===== config.mk =====
export PLATFORM = sky130hd
export DESIGN_NAME = dwc_ddrphy_memreset_seq_flat
export DESIGN_NICKNAME = d
export VERILOG_FILES = /design/src/rtl/dwc_ddrphy_memreset_seq_if.sv /design/src/rtl/dwc_ddrphy_memreset_seq.sv /design/src/flat_wrapper.sv
export SDC_FILE = /design/constraint.sdc
export NUM_CORES = 1
export LEC_CHECK = 0
export ABC_CLOCK_PERIOD_IN_PS = 6240
export CAP_MARGIN = 20
export CORE_UTILIZATION = 60
export CTS_BUF_LIST = sky130_fd_sc_hd__clkbuf_16
export CTS_CLUSTER_SIZE = 20
export DETAILED_ROUTE_END_ITERATION = 12
export HOLD_SLACK_MARGIN = 0.12
export PLACE_DENSITY = 0.91
export SLEW_MARGIN = 20
export SYNTH_ARGS = -nofsm -noshare
export SYNTH_HDL_FRONTEND = slang
export SYNTH_SLANG_ARGS = --single-unit

===== constraint.sdc =====
create_clock -name DfiClk -period 6.24 [get_ports DfiClk]
set_input_delay 1.872 -clock DfiClk [delete_from_list [all_inputs] [get_ports DfiClk]]
set_output_delay 1.872 -clock DfiClk [all_outputs]
set_load 0.005 [all_outputs]

===== src/rtl/dwc_ddrphy_memreset_seq_if.sv =====
// Bundles the sequencer's CSR request/status and POR-cell control/status signals.
// master: the sequencer (drives POR controls and status); slave: its environment.
// Carries no clock or reset; those remain plain ports on the sequencer.
interface dwc_ddrphy_memreset_seq_if;
  logic       PwrOkDlyd;
  logic       SeqStart;
  logic       MemResetReq;
  logic       DCTSane;
  logic       PORMemReset;
  logic       SetDCTSanePulse;
  logic       ClrPORMemReset;
  logic       DCTMemReset;
  logic       SeqBusy;
  logic       SeqDone;
  logic       SeqErr;
  logic [2:0] SeqState;

  modport master (
    input  PwrOkDlyd, SeqStart, MemResetReq, DCTSane, PORMemReset,
    output SetDCTSanePulse, ClrPORMemReset, DCTMemReset,
    output SeqBusy, SeqDone, SeqErr, SeqState
  );

  modport slave (
    output PwrOkDlyd, SeqStart, MemResetReq, DCTSane, PORMemReset,
    input  SetDCTSanePulse, ClrPORMemReset, DCTMemReset,
    input  SeqBusy, SeqDone, SeqErr, SeqState
  );
endinterface


===== src/rtl/dwc_ddrphy_memreset_seq.sv =====
// Core-domain sequencer arming DCTSane, clearing the POR memory reset, then handing MemReset to CSR.
// Latency: SeqStart->SeqBusy 1 cycle; async status inputs SYNC_STAGES+1 cycles to a state change.
// No backpressure: status inputs are levels; every output is a registered, glitch-free level.
module dwc_ddrphy_memreset_seq #(
  parameter int SYNC_STAGES = 2,
  parameter int PULSE_CYC   = 4,
  parameter int HOLD_CYC    = 16,
  parameter int TIMEOUT_CYC = 256
) (
  input  logic                             DfiClk,
  input  logic                             Reset_X,
  dwc_ddrphy_memreset_seq_if.master        seqIf
);

  localparam int MAX_AB  = (TIMEOUT_CYC > PULSE_CYC) ? TIMEOUT_CYC : PULSE_CYC;
  localparam int MAX_CYC = (MAX_AB > HOLD_CYC) ? MAX_AB : HOLD_CYC;
  localparam int CNT_W   = $clog2(MAX_CYC) + 1;

  localparam logic [CNT_W-1:0] CNT_MAX      = '1;
  localparam logic [CNT_W-1:0] PULSE_LAST   = CNT_W'(PULSE_CYC - 1);
  localparam logic [CNT_W-1:0] TIMEOUT_LAST = CNT_W'(TIMEOUT_CYC - 1);
  localparam logic [CNT_W-1:0] HOLD_LAST    = CNT_W'(HOLD_CYC - 1);
  localparam logic [CNT_W-1:0] HOLD_SAT     = CNT_W'(HOLD_CYC);

  typedef enum logic [2:0] {
    IDLE      = 3'd0,
    WAIT_PWR  = 3'd1,
    SET_SANE  = 3'd2,
    WAIT_SANE = 3'd3,
    CLR_POR   = 3'd4,
    WAIT_POR  = 3'd5,
    DONE      = 3'd6,
    ERR       = 3'd7
  } state_t;

  state_t state, nextState;

  logic [SYNC_STAGES-1:0] pwrSync, saneSync, porSync;
  logic                   pwrOk, saneOk, porHeld;

  logic [CNT_W-1:0] cnt, holdCnt;

  logic setSaneQ, clrPorQ, dctMemResetQ, busyQ, doneQ, errQ;
  logic setSaneD, clrPorD, dctMemResetD, busyD, doneD, errD;

  logic pwrLost, timedOut, holdMet;

  // Synchronize the asynchronous power-good and POR-cell status levels into DfiClk.
  always_ff @(posedge DfiClk or negedge Reset_X) begin
    if (!Reset_X) begin
      pwrSync  <= '0;
      saneSync <= '0;
      porSync  <= '0;
    end else begin
      pwrSync  <= {pwrSync[SYNC_STAGES-2:0],  seqIf.PwrOkDlyd};
      saneSync <= {saneSync[SYNC_STAGES-2:0], seqIf.DCTSane};
      porSync  <= {porSync[SYNC_STAGES-2:0],  seqIf.PORMemReset};
    end
  end

  assign pwrOk   = pwrSync[SYNC_STAGES-1];
  assign saneOk  = saneSync[SYNC_STAGES-1];
  assign porHeld = porSync[SYNC_STAGES-1];

  assign pwrLost  = !pwrOk && (state inside {SET_SANE, WAIT_SANE, CLR_POR, WAIT_POR, DONE});
  assign timedOut = (cnt == TIMEOUT_LAST);
  // A 1->0 request at this edge leaves DCTMemReset high for at least HOLD_CYC full cycles.
  assign holdMet  = (holdCnt >= HOLD_LAST);

  // State register, shared cycle counter, hold counter and registered outputs.
  always_ff @(posedge DfiClk or negedge Reset_X) begin
    if (!Reset_X) begin
      state        <= IDLE;
      cnt          <= '0;
      holdCnt      <= '0;
      setSaneQ     <= 1'b0;
      clrPorQ      <= 1'b0;
      dctMemResetQ <= 1'b1;
      busyQ        <= 1'b0;
      doneQ        <= 1'b0;
      errQ         <= 1'b0;
    end else begin
      state        <= nextState;
      if (nextState != state) begin
        cnt <= '0;
      end else if (cnt != CNT_MAX) begin
        cnt <= cnt + 1'b1;
      end
      if (!dctMemResetQ) begin
        holdCnt <= '0;
      end else if (holdCnt != HOLD_SAT) begin
        holdCnt <= holdCnt + 1'b1;
      end
      setSaneQ     <= setSaneD;
      clrPorQ      <= clrPorD;
      dctMemResetQ <= dctMemResetD;
      busyQ        <= busyD;
      doneQ        <= doneD;
      errQ         <= errD;
    end
  end

  // Next state: power loss beats timeout, timeout beats progress.
  always_comb begin
    nextState = state;
    if (pwrLost) begin
      nextState = IDLE;
    end else begin
      unique case (state)
        IDLE:      if (seqIf.SeqStart) nextState = WAIT_PWR;
        WAIT_PWR:  if (pwrOk) nextState = SET_SANE;
        SET_SANE:  if (cnt == PULSE_LAST) nextState = WAIT_SANE;
        WAIT_SANE: if (timedOut) nextState = ERR;
                   else if (saneOk) nextState = CLR_POR;
        CLR_POR:   if (cnt == PULSE_LAST) nextState = WAIT_POR;
        WAIT_POR:  if (timedOut) nextState = ERR;
                   else if (!porHeld) nextState = DONE;
        DONE:      nextState = DONE;
        ERR:       if (seqIf.SeqStart) nextState = WAIT_PWR;
        default:   nextState = IDLE;
      endcase
    end
  end

  // Output values for the next cycle, decoded from the state being entered.
  always_comb begin
    setSaneD     = (nextState == SET_SANE);
    clrPorD      = (nextState == CLR_POR);
    busyD        = nextState inside {WAIT_PWR, SET_SANE, WAIT_SANE, CLR_POR, WAIT_POR};
    doneD        = (nextState == DONE);
    errD         = errQ;
    dctMemResetD = 1'b1;
    if (nextState == ERR) begin
      errD = 1'b1;
    end else if (nextState == WAIT_PWR && (state == IDLE || state == ERR)) begin
      errD = 1'b0;
    end
    // The CSR request is only honoured once already in DONE and staying there.
    if (state == DONE && nextState == DONE) begin
      dctMemResetD = seqIf.MemResetReq | (dctMemResetQ & ~holdMet);
    end
  end

  assign seqIf.SetDCTSanePulse = setSaneQ;
  assign seqIf.ClrPORMemReset  = clrPorQ;
  assign seqIf.DCTMemReset     = dctMemResetQ;
  assign seqIf.SeqBusy         = busyQ;
  assign seqIf.SeqDone         = doneQ;
  assign seqIf.SeqErr          = errQ;
  assign seqIf.SeqState        = state;

endmodule


===== src/flat_wrapper.sv =====
// flat-port wrapper written by rule: the top's interface ports become plain ports
module dwc_ddrphy_memreset_seq_flat 
#(
  parameter int SYNC_STAGES = 2,
  parameter int PULSE_CYC   = 4,
  parameter int HOLD_CYC    = 16,
  parameter int TIMEOUT_CYC = 256
)
  (DfiClk, Reset_X, seqIf_PwrOkDlyd, seqIf_SeqStart, seqIf_MemResetReq, seqIf_DCTSane, seqIf_PORMemReset, seqIf_SetDCTSanePulse, seqIf_ClrPORMemReset, seqIf_DCTMemReset, seqIf_SeqBusy, seqIf_SeqDone, seqIf_SeqErr, seqIf_SeqState);
  dwc_ddrphy_memreset_seq_if seqIf_i ();
  input  logic DfiClk;
  input  logic Reset_X;
  input wire logic [$bits(seqIf_i.PwrOkDlyd)-1:0] seqIf_PwrOkDlyd;
  input wire logic [$bits(seqIf_i.SeqStart)-1:0] seqIf_SeqStart;
  input wire logic [$bits(seqIf_i.MemResetReq)-1:0] seqIf_MemResetReq;
  input wire logic [$bits(seqIf_i.DCTSane)-1:0] seqIf_DCTSane;
  input wire logic [$bits(seqIf_i.PORMemReset)-1:0] seqIf_PORMemReset;
  output wire logic [$bits(seqIf_i.SetDCTSanePulse)-1:0] seqIf_SetDCTSanePulse;
  output wire logic [$bits(seqIf_i.ClrPORMemReset)-1:0] seqIf_ClrPORMemReset;
  output wire logic [$bits(seqIf_i.DCTMemReset)-1:0] seqIf_DCTMemReset;
  output wire logic [$bits(seqIf_i.SeqBusy)-1:0] seqIf_SeqBusy;
  output wire logic [$bits(seqIf_i.SeqDone)-1:0] seqIf_SeqDone;
  output wire logic [$bits(seqIf_i.SeqErr)-1:0] seqIf_SeqErr;
  output wire logic [$bits(seqIf_i.SeqState)-1:0] seqIf_SeqState;
  assign seqIf_i.PwrOkDlyd = seqIf_PwrOkDlyd;
  assign seqIf_i.SeqStart = seqIf_SeqStart;
  assign seqIf_i.MemResetReq = seqIf_MemResetReq;
  assign seqIf_i.DCTSane = seqIf_DCTSane;
  assign seqIf_i.PORMemReset = seqIf_PORMemReset;
  assign seqIf_SetDCTSanePulse = seqIf_i.SetDCTSanePulse;
  assign seqIf_ClrPORMemReset = seqIf_i.ClrPORMemReset;
  assign seqIf_DCTMemReset = seqIf_i.DCTMemReset;
  assign seqIf_SeqBusy = seqIf_i.SeqBusy;
  assign seqIf_SeqDone = seqIf_i.SeqDone;
  assign seqIf_SeqErr = seqIf_i.SeqErr;
  assign seqIf_SeqState = seqIf_i.SeqState;
  dwc_ddrphy_memreset_seq #(.SYNC_STAGES(SYNC_STAGES), .PULSE_CYC(PULSE_CYC), .HOLD_CYC(HOLD_CYC), .TIMEOUT_CYC(TIMEOUT_CYC)) u_core (.DfiClk(DfiClk), .Reset_X(Reset_X), .seqIf(seqIf_i));
endmodule

# Word-level counts from Yosys, hierarchy flattened
# Cells that the tools add are included.
# W data, S select, Z words.
# totals
register_bits	33
input_bits	7
wordCells	66
out_inout_bits	9
# op_classes
add_sub_neg	2
order_cmp	1
muxes	17
bitwise	3
reduce_logical	11
n_eq_ne	20
# op_table
cell	count
$mux W9	4
$mux W3	9
$eq A3 B3 Y1 const B	8
$pmux W3 S7	1
$add A9 B1 Y9 const B	2
$eq A3 B2 Y1 const B	4
$reduce_bool A5 Y1	2
$eq A9 B2 Y1 const B	1
$eq A9 B8 Y1 const B	1
$ge A9 B4 Y1 const B	1
$ne A9 B5 Y1 const B	1
$ne A9 B9 Y1 const B	1
$eq A3 B1 Y1 const B	2
$reduce_bool A2 Y1	2
$logic_and A1 B1 Y1	3
$logic_not A3 Y1	1
$mux W1	3
$ne A3 B3 Y1	1
$ne A2 B2 Y1 const B	1
$reduce_or A2 Y1	1
$and A1 B1 Y1	1
$logic_not A1 Y1	1
$logic_or A1 B1 Y1	1
$not A1 Y1	1
$or A1 B1 Y1	1

# Longest topological paths before layout
# logic_depth
ltp_word	8
ltp_mapped	9
depth_no_buf	9

# Worst setup path before layout
# No wires, ideal clock.
# synth_timing
path_type	input to register
from	input seqIf_SeqStart
to	register u_core.cnt[0]
path_slack_ps	3397
required_ps	6104
arrival_time_ps	2708
cell_stages	5
setup_ps	136
cell_sequence	o21bai_1 -> a21o_2 -> o211a_2 -> o311ai_4 -> nor2_1
# synth_between
elab_chain_len	5
# synth_lines
item	line	source
start: declaration	flat_wrapper.sv:14	input wire logic [$bits(seqIf_i.SeqStart)-1:0] seqIf_SeqStart;
$mux W3 *	dwc_ddrphy_memreset_seq.sv:110, dwc_ddrphy_memreset_seq.sv:119	
$pmux W3 S7 *	dwc_ddrphy_memreset_seq.sv:109	unique case (state)
$mux W3 *	dwc_ddrphy_memreset_seq.sv:106	if (pwrLost) begin
$ne A3 B3 Y1 *	dwc_ddrphy_memreset_seq.sv:84	if (nextState != state) begin
$mux W9 / $reduce_bool A2 Y1 (equally long branches)	n/a	
end signal: assignment	dwc_ddrphy_memreset_seq.sv:87	cnt <= cnt + 1'b1;
end: declaration	dwc_ddrphy_memreset_seq.sv:41	logic [CNT_W-1:0] cnt, holdCnt;
# Every way passes the cells marked *; elsewhere a longest branch is shown, timed or not.
# A chain may end at the register's enable or synchronous reset.

# Worst setup path in the final report
# layout_timing
from	register u_core.state[0], in the netlist u_core.seqIf.SeqState[0]
to	output seqIf_SeqState[0]
# layout_lines
item	line	source
start: declaration	dwc_ddrphy_memreset_seq.sv:36	state_t state, nextState;
start signal: assignment	dwc_ddrphy_memreset_seq.sv:83	state <= nextState;
end: declaration	flat_wrapper.sv:24	output wire logic [$bits(seqIf_i.SeqState)-1:0] seqIf_SeqState;
# No word-level cell between the ends.

==> results.tsv <==
stage	metric	value	unit
final_layout	share of layout cells above drive strength 1	10.0	%
placed_design	cell count after placement	202	
sta	Pins Over Slew Limit	0	
cts	Post-CTS Setup Bufs	0	
sta	skew final	0.00538	ns
critical_path	cells on worst reg2reg path	9	
synth	synthesized instance count	160	
placed_design	Buffers on Ports	15	
drt	Vias/cell	5.99	
floorplanning	Die Y	55.0	µm
critical_path	Startpoint Class	flip-flop	
drt	DRT antenna net count	0	
power_and_ir_drop	combinational share of power	34.0	%
critical_path	CP max-delay cell	dfrtp_1	
cts	CTS Buf Count	5	
sta	Fmax	299	MHz
cts	clock sink count	33	
final_layout	Layout Utilization	76.7	%
sta	Setup violations, final	0	
cts	CTS max path bufs	2	
synth	Synth Flop Type	dfrtp_1	
cts	TritonCTS clock tree	built	
status	status	complete, no violations	
power_and_ir_drop	Net Switching	0.304	mW
power_and_ir_drop	Seq pwr share	39.4	%
critical_path	CP Cell Sequence	clkdlybuf4s50_1	
cts	CTS resizes	0	
worst_hold_path	Hold WC Path Type	reg2reg	
worst_hold_path	hold depth	0	
cts	register clock-pin slew on the reported worst setup and hold paths	0.05	ns
critical_path	R2R Path End	u_core.seqIf.SeqBusy	
synth	sequential element share of the synthesized area	49.1	%
synth	async set or reset register ratio after synthesis	100	%
cts	root buffer cell	clkbuf_16	
drt	1st-iter DRT viols	44	
global_route	grt total ovfl	0	
critical_path	Top delay family on crit path	flip-flops	
cts	hold_buf cts	0	
synth	syn nets	172	
power_and_ir_drop	Leakage	0.851	nW
critical_path	critical setup path kind	reg2out	
drt	DRC Markers	0	
drt	Routed WL per cell	16.3	µm
synth	Post-synth EDFFs	0	
sta	final hold vios	0	
power_and_ir_drop	switch share	35.2	%
placed_design	Placer Congestion	0.828	
power_and_ir_drop	P_int	0.560	mW
critical_path	crit end category	primary output	
worst_hold_path	Worst Hold End	u_core.saneSync[1]	
job	MaxCap Viol Count	0	
sta	Rel. slew slack	64.5	%
floorplanning	core area	2570	µm²
global_route	vias in the first global route	1239	
final_layout	non-filler cells in the finished layout	210	
critical_path	slowest stage delay, CP	0.61	ns
placed_design	pre-CTS setup slack	2.72	ns
critical_path	WP data arrival	1.48	ns
power_and_ir_drop	Clock power frac	26.6	%
drt	Routed WL	3.43	mm
power_and_ir_drop	Cell Pwr Density	439	nW/µm²
synth	synthesized flop and latch total	33	
worst_hold_path	Hold Path Origin	u_core.saneSync[0]	
sta	RSZ-0062 raised after global routing	false	
synth	Post-synth top cells	dfrtp_1 (32), nor2_1 (24), nand2_1 (10)	
synth	top-count cell post-synth	dfrtp_1	
synth	Synth cell types	44	
synth	synthesized area per cell	10.5	µm²
final_layout	post-route cell area	1970	µm²
sta	setup TNS	0	ns
cts	H-tree depth	2	
placed_design	placed cell area	1830	µm²
floorplanning	Die ar.	3020	µm²
critical_path	Reg-to-Reg Start	u_core.cnt[0]	
critical_path	Crit Path Max Fanout	11	
final_layout	nets	191	
critical_path	Reg2Reg Setup Slack	3.90	ns
placed_design	DP HPWL	2.26	mm
final_layout	Area Growth Syn to Fin	16.9	%
drt	DR pass1 iterations	4	
critical_path	CP required	4.37	ns
sta	Final WS setup	2.89	ns
sta	min Tclk post-route	3.35	ns
drt	via count	1257	
power_and_ir_drop	Max VDD drop	0.000360	V
synth	post-synth top area cell	dfrtp_1	
floorplanning	Ports	16	
sta	worst slew pin tran	0.528	ns
global_route	first-pass GRT wire length	5.53	mm
global_route	pin count of the biggest net entering global routing	34	
synth	Ys Warns	0	
floorplanning	Initial Util	65.6	%
cts	Clock Latency Late Sink	0.28	ns
final_layout	diode count	0	
critical_path	Buffers & Inverters on Critical Path	1	
floorplanning	Chip Width	55.0	µm
global_route	initial antenna violation count	0	
synth	largest cells by area after synthesis	dfrtp_1 (48%), nor2_1 (5.3%), xnor2_1 (4.2%)	
floorplanning	floorplan row count	18	
synth	post-synth top area share	47.5	%
synth	Cell Area, Synth	1680	µm²
global_route	gr usage total	27.7	%
sta	crit share post-route	53.7	%
[cell usage in the layout, fill, tap and decap left out, drive strengths merged, types with 2 or more instances in the layout]
master         synthesis  routed
clkinv                 0       3
inv                    8       8
o21ai                  6       6
nor4                   2       2
nor2b                  2       2
clkdlybuf4s50          0      15
ha                     5       5
nand3                  7       7
nor4b                  2       2
nor2                  24      24
clkbuf                 1       5
a2bb2oi                2       2
xor2                   5       5
nor3b                  3       3
a21o                   3       3
mux2i                  3       3
xnor2                  8       8
a21boi                 4       4
and2                   4       4
nand4                  5       5
or3                    2       2
nand2                 11      11
dfrtp                 32      32
[logic make-up (layout without fill, tap and decap cells)]
kind of cell    count (synthesis)  count (layout)  synth area share, %
compound gates                 24              24                 11.5
xor+xnor                       13              13                 6.76
fa+ha+maj                       5               5                 3.71
buf+inv                        12              32                 4.61
flops                          33              33                 49.1
mux                             4               4                 2.45
simple gates                   69              69                 21.8
[power groups by stage]
stage                     combinational [mW]  clock, mW  sequential [mW]
after detailed placement               0.291          0            0.340
after global placement                 0.272          0            0.335
final                                  0.293      0.230            0.340
after floorplan                        0.236          0            0.311
after global routing                   0.330      0.242            0.348
after CTS                              0.294      0.231            0.337
[sequential cells by signal, summed over array words and instances, names as in the netlist]
name / cells
u_core.seqIf.SetDCTSanePulse: 1
u_core.saneSync: 2
u_core.seqIf.SeqErr: 1
u_core.seqIf.SeqState: 3
u_core.seqIf.DCTMemReset: 1
u_core.pwrSync: 2
u_core.seqIf.SeqBusy: 1
u_core.seqIf.ClrPORMemReset: 1
u_core.seqIf.SeqDone: 1
u_core.cnt: 9
u_core.porSync: 2
u_core.holdCnt: 9
[per-stage QoR]
step	total power, mW	hold slack, ns
4_1_cts	0.861	0.353
3_3_place_gp	0.606	0.332
2_1_floorplan	0.547	0.331
6_report	0.864	0.352
5_1_grt	0.920	0.361
3_5_place_dp	0.631	0.344
[worst max-delay path by stage]
| stage | slack [ns] | start | endpoint | cells past startpoint |
|---|---|---|---|---|
| after floorplan | 3.40 | seqIf_SeqStart | u_core.cnt[0] | 5 |
| after global placement | 2.80 | seqIf_SeqStart | u_core.cnt[5] | 6 |
| after detailed placement | 2.72 | seqIf_SeqStart | u_core.cnt[2] | 6 |
| after CTS | 2.90 | u_core.seqIf.SeqState[0] | seqIf_SeqState[0] | 1 |
| after global routing | 2.82 | u_core.seqIf.SeqState[0] | seqIf_SeqState[0] | 1 |
| final | 2.89 | u_core.seqIf.SeqState[0] | seqIf_SeqState[0] | 1 |
[layout make-up]
cell class                      count  area [µm²]
Tap cell                           30        37.5
Clock buffer                        5         125
Fill cell                         163         598
Timing Repair Buffer               16         158
Clock inverter                      3        12.5
Sequential cell                    33         827
Multi-Input combinational cell    115         779
Inverter                            8        30.0
[routing by layer]
metal  vias to the layer above  GRT usage (%)  routed length [µm]
li1                        587              -                   -
met1                       617           31.2                1420
met2                        43           46.0                1770
met3                        10           9.84                 142
met4                         0           14.6                  97
met5                         -              0                   0
(Power assumes the default switching activity.)
